**src/rtl/music_pkg.sv**
```systemverilog
// Constants and types shared by the note ROMs, the sequencer and the tone generator.
package music_pkg;

  localparam int unsigned NOTE_W        = 8;
  localparam int unsigned STEP_W        = 8;
  localparam int unsigned SONG0_LEN_DEF = 84;
  localparam int unsigned SONG1_LEN_DEF = 243;

  localparam logic [NOTE_W-1:0] NOTE_REST = '0;

  typedef enum logic [2:0] {
    S_IDLE,
    S_FETCH,
    S_LOAD,
    S_PLAY,
    S_PAUSED,
    S_DONE
  } seq_state_t;

  typedef struct packed {
    logic play;
    logic pause;
    logic stop;
  } seq_cmd_t;

  // stop beats pause beats play; only the winner survives
  function automatic seq_cmd_t resolve_cmd(
    input logic play,
    input logic pause,
    input logic stop
  );
    seq_cmd_t c;
    c.stop  = stop;
    c.pause = pause & ~stop;
    c.play  = play & ~pause & ~stop;
    return c;
  endfunction

endpackage

```
**src/rtl/step_timer.sv**
```systemverilog
// Per-step countdown for the sequencer: load, enable, zero flag and gap compare.
module step_timer #(
  parameter int unsigned W   = 24,
  parameter int unsigned GAP = 1
) (
  input  logic         clk_i,
  input  logic         rst_n,
  input  logic         load_i,
  input  logic [W-1:0] load_val_i,
  input  logic         en_i,
  output logic         zero_o,
  output logic         gap_o
);

  logic [W-1:0] cnt_q;
  logic [W-1:0] cnt_d;

  always_comb begin
    cnt_d = cnt_q;
    if (load_i) begin
      cnt_d = load_val_i;
    end else if (en_i && (cnt_q != '0)) begin
      cnt_d = cnt_q - W'(1);
    end
  end

  always_ff @(posedge clk_i or negedge rst_n) begin
    if (!rst_n) begin
      cnt_q <= '0;
    end else begin
      cnt_q <= cnt_d;
    end
  end

  assign zero_o = (cnt_q == '0);
  assign gap_o  = (32'(cnt_q) < GAP);

endmodule

```
**src/rtl/song_sequencer.sv**
```systemverilog
// Note-ROM playback controller: play/pause/stop, song select, looping.
// Define ARTIC_GAP_EN to silence the last GAP_CYCLES of every step.
module song_sequencer
  import music_pkg::*;
#(
  parameter int unsigned TICK_CYCLES = 16777216,
  parameter int unsigned SONG0_LEN   = SONG0_LEN_DEF,
  parameter int unsigned SONG1_LEN   = SONG1_LEN_DEF,
  parameter int unsigned GAP_CYCLES  = 1048576
) (
  input  logic              CLK100MHZ,
  input  logic              rst_n,
  input  logic              play,
  input  logic              pause,
  input  logic              stop,
  input  logic              song_sel,
  input  logic              loop_en,
  output logic [STEP_W-1:0] rom_addr,
  output logic              rom_song,
  input  logic [NOTE_W-1:0] rom_note,
  output logic [NOTE_W-1:0] note_out,
  output logic              playing,
  output logic              song_done
);

  localparam int unsigned TW = $clog2(TICK_CYCLES);

  localparam logic [TW-1:0] TickLoad =
    TW'(TICK_CYCLES - 3);

  localparam logic [STEP_W-1:0] Last0 =
    STEP_W'(SONG0_LEN - 1);
  localparam logic [STEP_W-1:0] Last1 =
    STEP_W'(SONG1_LEN - 1);

`ifdef ARTIC_GAP_EN
  localparam logic GapEn = 1'b1;
`else
  localparam logic GapEn = 1'b0;
`endif

  seq_state_t state_q, state_d;

  logic [STEP_W-1:0] step_q, step_d;
  logic [NOTE_W-1:0] held_q, held_d;
  logic              song_q, song_d;
  logic              pend_q, pend_d;
  logic              done_q, done_d;

  logic     tmr_load;
  logic     tmr_en;
  logic     tick_zero;
  logic     tick_gap;
  logic     last;
  seq_cmd_t cmd;

  assign cmd  = resolve_cmd(play, pause, stop);
  assign last = (step_q == (song_q ? Last1 : Last0));

  step_timer #(
    .W   (TW),
    .GAP (GAP_CYCLES)
  ) u_timer (
    .clk_i      (CLK100MHZ),
    .rst_n      (rst_n),
    .load_i     (tmr_load),
    .load_val_i (TickLoad),
    .en_i       (tmr_en),
    .zero_o     (tick_zero),
    .gap_o      (tick_gap)
  );

  always_ff @(posedge CLK100MHZ or negedge rst_n) begin
    if (!rst_n) begin
      state_q <= S_IDLE;
    end else begin
      state_q <= state_d;
    end
  end

  always_comb begin
    state_d = state_q;
    unique case (state_q)
      S_IDLE, S_DONE: begin
        if (cmd.play) state_d = S_FETCH;
      end
      S_FETCH: state_d = S_LOAD;
      S_LOAD: begin
        state_d = (pend_q || cmd.pause) ?
                  S_PAUSED : S_PLAY;
      end
      S_PLAY: begin
        if (cmd.pause) begin
          state_d = S_PAUSED;
        end else if (tick_zero) begin
          state_d = (last && !loop_en) ?
                    S_DONE : S_FETCH;
        end
      end
      S_PAUSED: begin
        if (cmd.play) state_d = S_PLAY;
      end
      default: state_d = S_IDLE;
    endcase
    if (cmd.stop) state_d = S_IDLE;
  end

  always_comb begin
    step_d   = step_q;
    song_d   = song_q;
    held_d   = held_q;
    pend_d   = pend_q;
    done_d   = 1'b0;
    tmr_load = 1'b0;
    tmr_en   = 1'b0;
    unique case (state_q)
      S_IDLE, S_DONE: begin
        if (cmd.play) begin
          step_d = '0;
          song_d = song_sel;
          held_d = NOTE_REST;
        end
      end
      S_FETCH: begin
        if (cmd.pause) pend_d = 1'b1;
      end
      S_LOAD: begin
        held_d   = rom_note;
        tmr_load = 1'b1;
        pend_d   = 1'b0;
      end
      S_PLAY: begin
        if (!cmd.pause) begin
          if (!tick_zero) begin
            tmr_en = 1'b1;
          end else if (last) begin
            done_d = 1'b1;
            if (loop_en) step_d = '0;
          end else begin
            step_d = step_q + STEP_W'(1);
          end
        end
      end
      default: ;
    endcase
    if (cmd.stop) begin
      step_d   = '0;
      held_d   = NOTE_REST;
      pend_d   = 1'b0;
      done_d   = 1'b0;
      tmr_load = 1'b0;
      tmr_en   = 1'b0;
    end
  end

  always_ff @(posedge CLK100MHZ or negedge rst_n) begin
    if (!rst_n) begin
      step_q <= '0;
      song_q <= 1'b0;
      held_q <= NOTE_REST;
      pend_q <= 1'b0;
      done_q <= 1'b0;
    end else begin
      step_q <= step_d;
      song_q <= song_d;
      held_q <= held_d;
      pend_q <= pend_d;
      done_q <= done_d;
    end
  end

  // FETCH/LOAD keep the previous note sounding across the step boundary
  always_comb begin
    playing  = 1'b0;
    note_out = NOTE_REST;
    unique case (state_q)
      S_FETCH, S_LOAD: begin
        playing  = 1'b1;
        note_out = held_q;
      end
      S_PLAY: begin
        playing  = 1'b1;
        note_out = (GapEn && tick_gap) ?
                   NOTE_REST : held_q;
      end
      default: ;
    endcase
  end

  assign rom_addr  = step_q;
  assign rom_song  = song_q;
  assign song_done = done_q;

endmodule

```
**config.mk**
```make
export PLATFORM = sky130hd
export DESIGN_NAME = song_sequencer
export DESIGN_NICKNAME = d
export VERILOG_FILES = /design/src/rtl/music_pkg.sv /design/src/rtl/step_timer.sv /design/src/rtl/song_sequencer.sv
export SDC_FILE = /design/constraint.sdc
export NUM_CORES = 1
export LEC_CHECK = 0
export BUFFER_PORTS_ARGS = -buffer_cell sky130_fd_sc_hd__buf_2
export CAP_MARGIN = 10
export CELL_PAD_IN_SITES_DETAIL_PLACEMENT = 1
export CELL_PAD_IN_SITES_GLOBAL_PLACEMENT = 1
export CORE_ASPECT_RATIO = 1.2
export CORE_MARGIN = 8
export CORE_UTILIZATION = 44
export CTS_BUF_LIST = sky130_fd_sc_hd__clkbuf_16
export DETAILED_ROUTE_END_ITERATION = 10
export PLACE_DENSITY = 0.83
export SLEW_MARGIN = 20
export SYNTH_ARGS = -nofsm -noshare
export SYNTH_HDL_FRONTEND = slang
export SYNTH_SLANG_ARGS = --single-unit
```
**constraint.sdc**
```tcl
create_clock -name CLK100MHZ -period 3.3 [get_ports CLK100MHZ]
set_input_delay 0.33 -clock CLK100MHZ [delete_from_list [all_inputs] [get_ports CLK100MHZ]]
set_output_delay 0.33 -clock CLK100MHZ [all_outputs]
set_load 0.05 [all_outputs]
```
==> reports/summary.txt <==
clock slew at reported path FFs -> 0.06 ns
Util after Layout -> 51.5%
flops & latches, synth -> 46
pre-CTS setup slack -> 0.639 ns
Nets -> 314
CP Capture Type -> flop
PnR worst setup slack -> 0.623 ns
most frequent cells in the layout -> dfrtp_1 (46), buf_2 (32), nand2_1 (24)
CTS tree -> built
synthesized area -> 0.00254 mm^2
Yosys cell types -> 51
Ys Warns -> 0
ant diodes -> 0
drt wl/cell -> 17.4 um
site row count -> 30
Sink Count -> 46
max_cap viols -> 0
cell area after layout -> 0.00290 mm^2
commonest non-fill, non-tap cell in the layout -> dfrtp_1
CTS-repair resized insts -> 0
clk_skew -> 0.00657 ns
Power Total -> 1.38 mW
Final period util -> 81.1%
total global routing overflow -> 0
Worst-Margin Slew -> 0.958 ns
Top-Level Pins -> 34
Seq/Total Area, Yosys -> 45.4%
share of cells above drive strength 1 -> 17.5%
Final min period -> 2.68 ns
Critical Path RT -> 3.51 ns
Die W -> 85.3 um
unrepaired setup endpoints after global routing -> no
Final Hold Vio Count -> 0
Routed Antenna Nets -> 0
DR iter-0 viols -> 104
CP arrival -> 2.89 ns
# fillers -> 667
CTS Hold Bufs -> 0
synth-to-layout area growth -> 14.2%
vias post-DR -> 2123
Top FF cell, synth -> dfrtp_1
via-per-instance ratio -> 5.88
Worst Setup Start Kind -> flop
share of synthesized registers carrying an async set or reset -> 100%
I/O Buffers -> 33
reg2reg setup slack -> 0.62 ns
worst-skew pair later-pin latency -> 0.29 ns
Initial Utilization -> 45.1%
largest net degree at the start of global routing -> 47
Max rail drop VDD -> 0.259 mV
Mapped Cells -> 269
Avg Inst Size Synth -> 9.43 um^2
Pre-Repair DR Iteration Count -> 4
Root Driver -> clkbuf_16
Die ar. -> 0.00846 mm^2
endpoints failing setup -> 0
status -> finished, final reports clean
clk buf depth -> 2
R2R depth -> 5
leakage -> 1.23 nW
HPWL after detailed placement -> 4370 um
die height -> 99.2 um
Overall Global Routing Usage -> 15.9%
Power Density -> 476 mW/mm^2
Fin Setup TNS -> 0 ns
worst r2r dst -> rom_addr[1]
vias in the first global route -> 2262
CTS HTree Levels -> 2
Slew Limit Fails -> 0
initial antenna violation count -> 0
first-pass GRT wire length -> 11000 um
Worst R2R Start -> u_timer.cnt_q[14]
final WL -> 6280 um
gpl congestion -> 0.795
number of synthesized flops with an enable pin -> 0
Max Fclk -> 374 MHz
Slew HR -> 35.7%
critical path type -> flop to flop
Post-CTS Setup Bufs -> 0
# DRC -> 0
Num CTS Buffers -> 5
crit path max fanout -> 21
syn_nets -> 287
Post-DP Area -> 0.00273 mm^2
area of the multi-input gates -> 0.00126 mm^2
total core area -> 0.00563 mm^2
Min-Delay Path Class -> input port to asynchronous set/reset pin
FF+latch area -> 0.00115 mm^2
## cell families (layout without fill, tap and decap cells)
| kind of cell | after synthesis | in the layout | synth area share [%] |
|---|---|---|---|
| and+or+nand+nor | 114 | 114 | 24.8 |
| muxes | 2 | 2 | 0.838 |
| DFF | 46 | 46 | 45.4 |
| AOI/OAI and AO/OA | 53 | 53 | 14.9 |
| buffers and inverters | 29 | 57 | 5.03 |
| xor gates and xnor gates | 22 | 22 | 7.59 |
| adders and majority gates | 3 | 3 | 1.48 |
## sequential cells by signal, indices dropped and copies added, names as in the netlist
register       flops
u_timer.cnt_q     24
held_q             8
rom_addr           8
state_q            3
pend_q             1
rom_song           1
song_done          1
## power by group
group	internal (mW)	leakage, nW	total (mW)	switching [mW]
sequential	0.617	0.559	0.675	0.0576
combinational	0.0598	0.583	0.142	0.0823
clock	0.354	0.0836	0.562	0.207
## critical path, cell delays in order, from the launching register on
cell and delay, ns:
dfrtp_1 0.43, or4_1 0.68, or4_4 0.71, nor2_1 0.22
o211a_1 0.34, mux2i_1 0.23
## metrics by stage
step,cells,hold WS (ns)
final,361,0.0449
after global routing,361,0.111
after CTS,361,0.267
after detailed placement,353,0.481
after global placement,353,0.476
after floorplan,269,0.0344
## Yosys cell counts, types with 2 or more instances
cell type	n	area share [%]
and2_1	8	2.0
a21oi_1	7	1.4
clkbuf_1	12	1.8
o31ai_1	3	0.89
a31oi_1	4	0.99
nor2_1	19	2.8
xnor2_1	4	1.4
nor3b_1	2	0.59
buf_2	2	0.39
and3_1	4	0.99
buf_6	2	0.89
o2111ai_1	2	0.69
nor2b_1	4	0.99
nand2b_1	4	0.99
o21ai_0	9	1.8
inv_1	12	1.8
dfrtp_1	46	45
o21ai_2	2	0.69
nor4_1	5	1.2
ha_1	3	1.5
nand4_1	9	2.2
or3_1	4	0.99
nand3_1	8	1.6
nor3_1	8	1.6
o211ai_1	7	2.1
or4_1	5	1.5
nand2_1	24	3.6
a211oi_1	2	0.59
xor2_1	18	6.2
a32oi_1	2	0.69
a22o_1	8	2.8
## layout make-up
class                   instances  area share [%]
flip-flops and latches         46            39.7
inverters                      12            1.55
well taps                      64            2.76
multi-input cells             194            43.4
clock buffers                   5            4.32
clock inverters                 3            1.38
repair buffers                 37            6.82
## worst max-delay path by stage
stage,slack [ns],start,endpoint
floorplan,0.92,state_q[0],note_out[0]
global placement,0.77,u_timer.cnt_q[14],rom_addr[1]
global route,0.50,u_timer.cnt_q[14],rom_addr[1]
CTS,0.60,u_timer.cnt_q[14],rom_addr[1]
finish,0.62,u_timer.cnt_q[14],rom_addr[1]
detailed placement,0.64,u_timer.cnt_q[14],rom_addr[1]
## routing by layer
metal | track usage [%] | share of wire [%]
met1 | 18.9 | 45
met2 | 28.1 | 52
met3 | 2.81 | 1.8
met4 | 4.86 | 1.1
met5 | 0 | 0
Power figures use the tool's default switching activity.
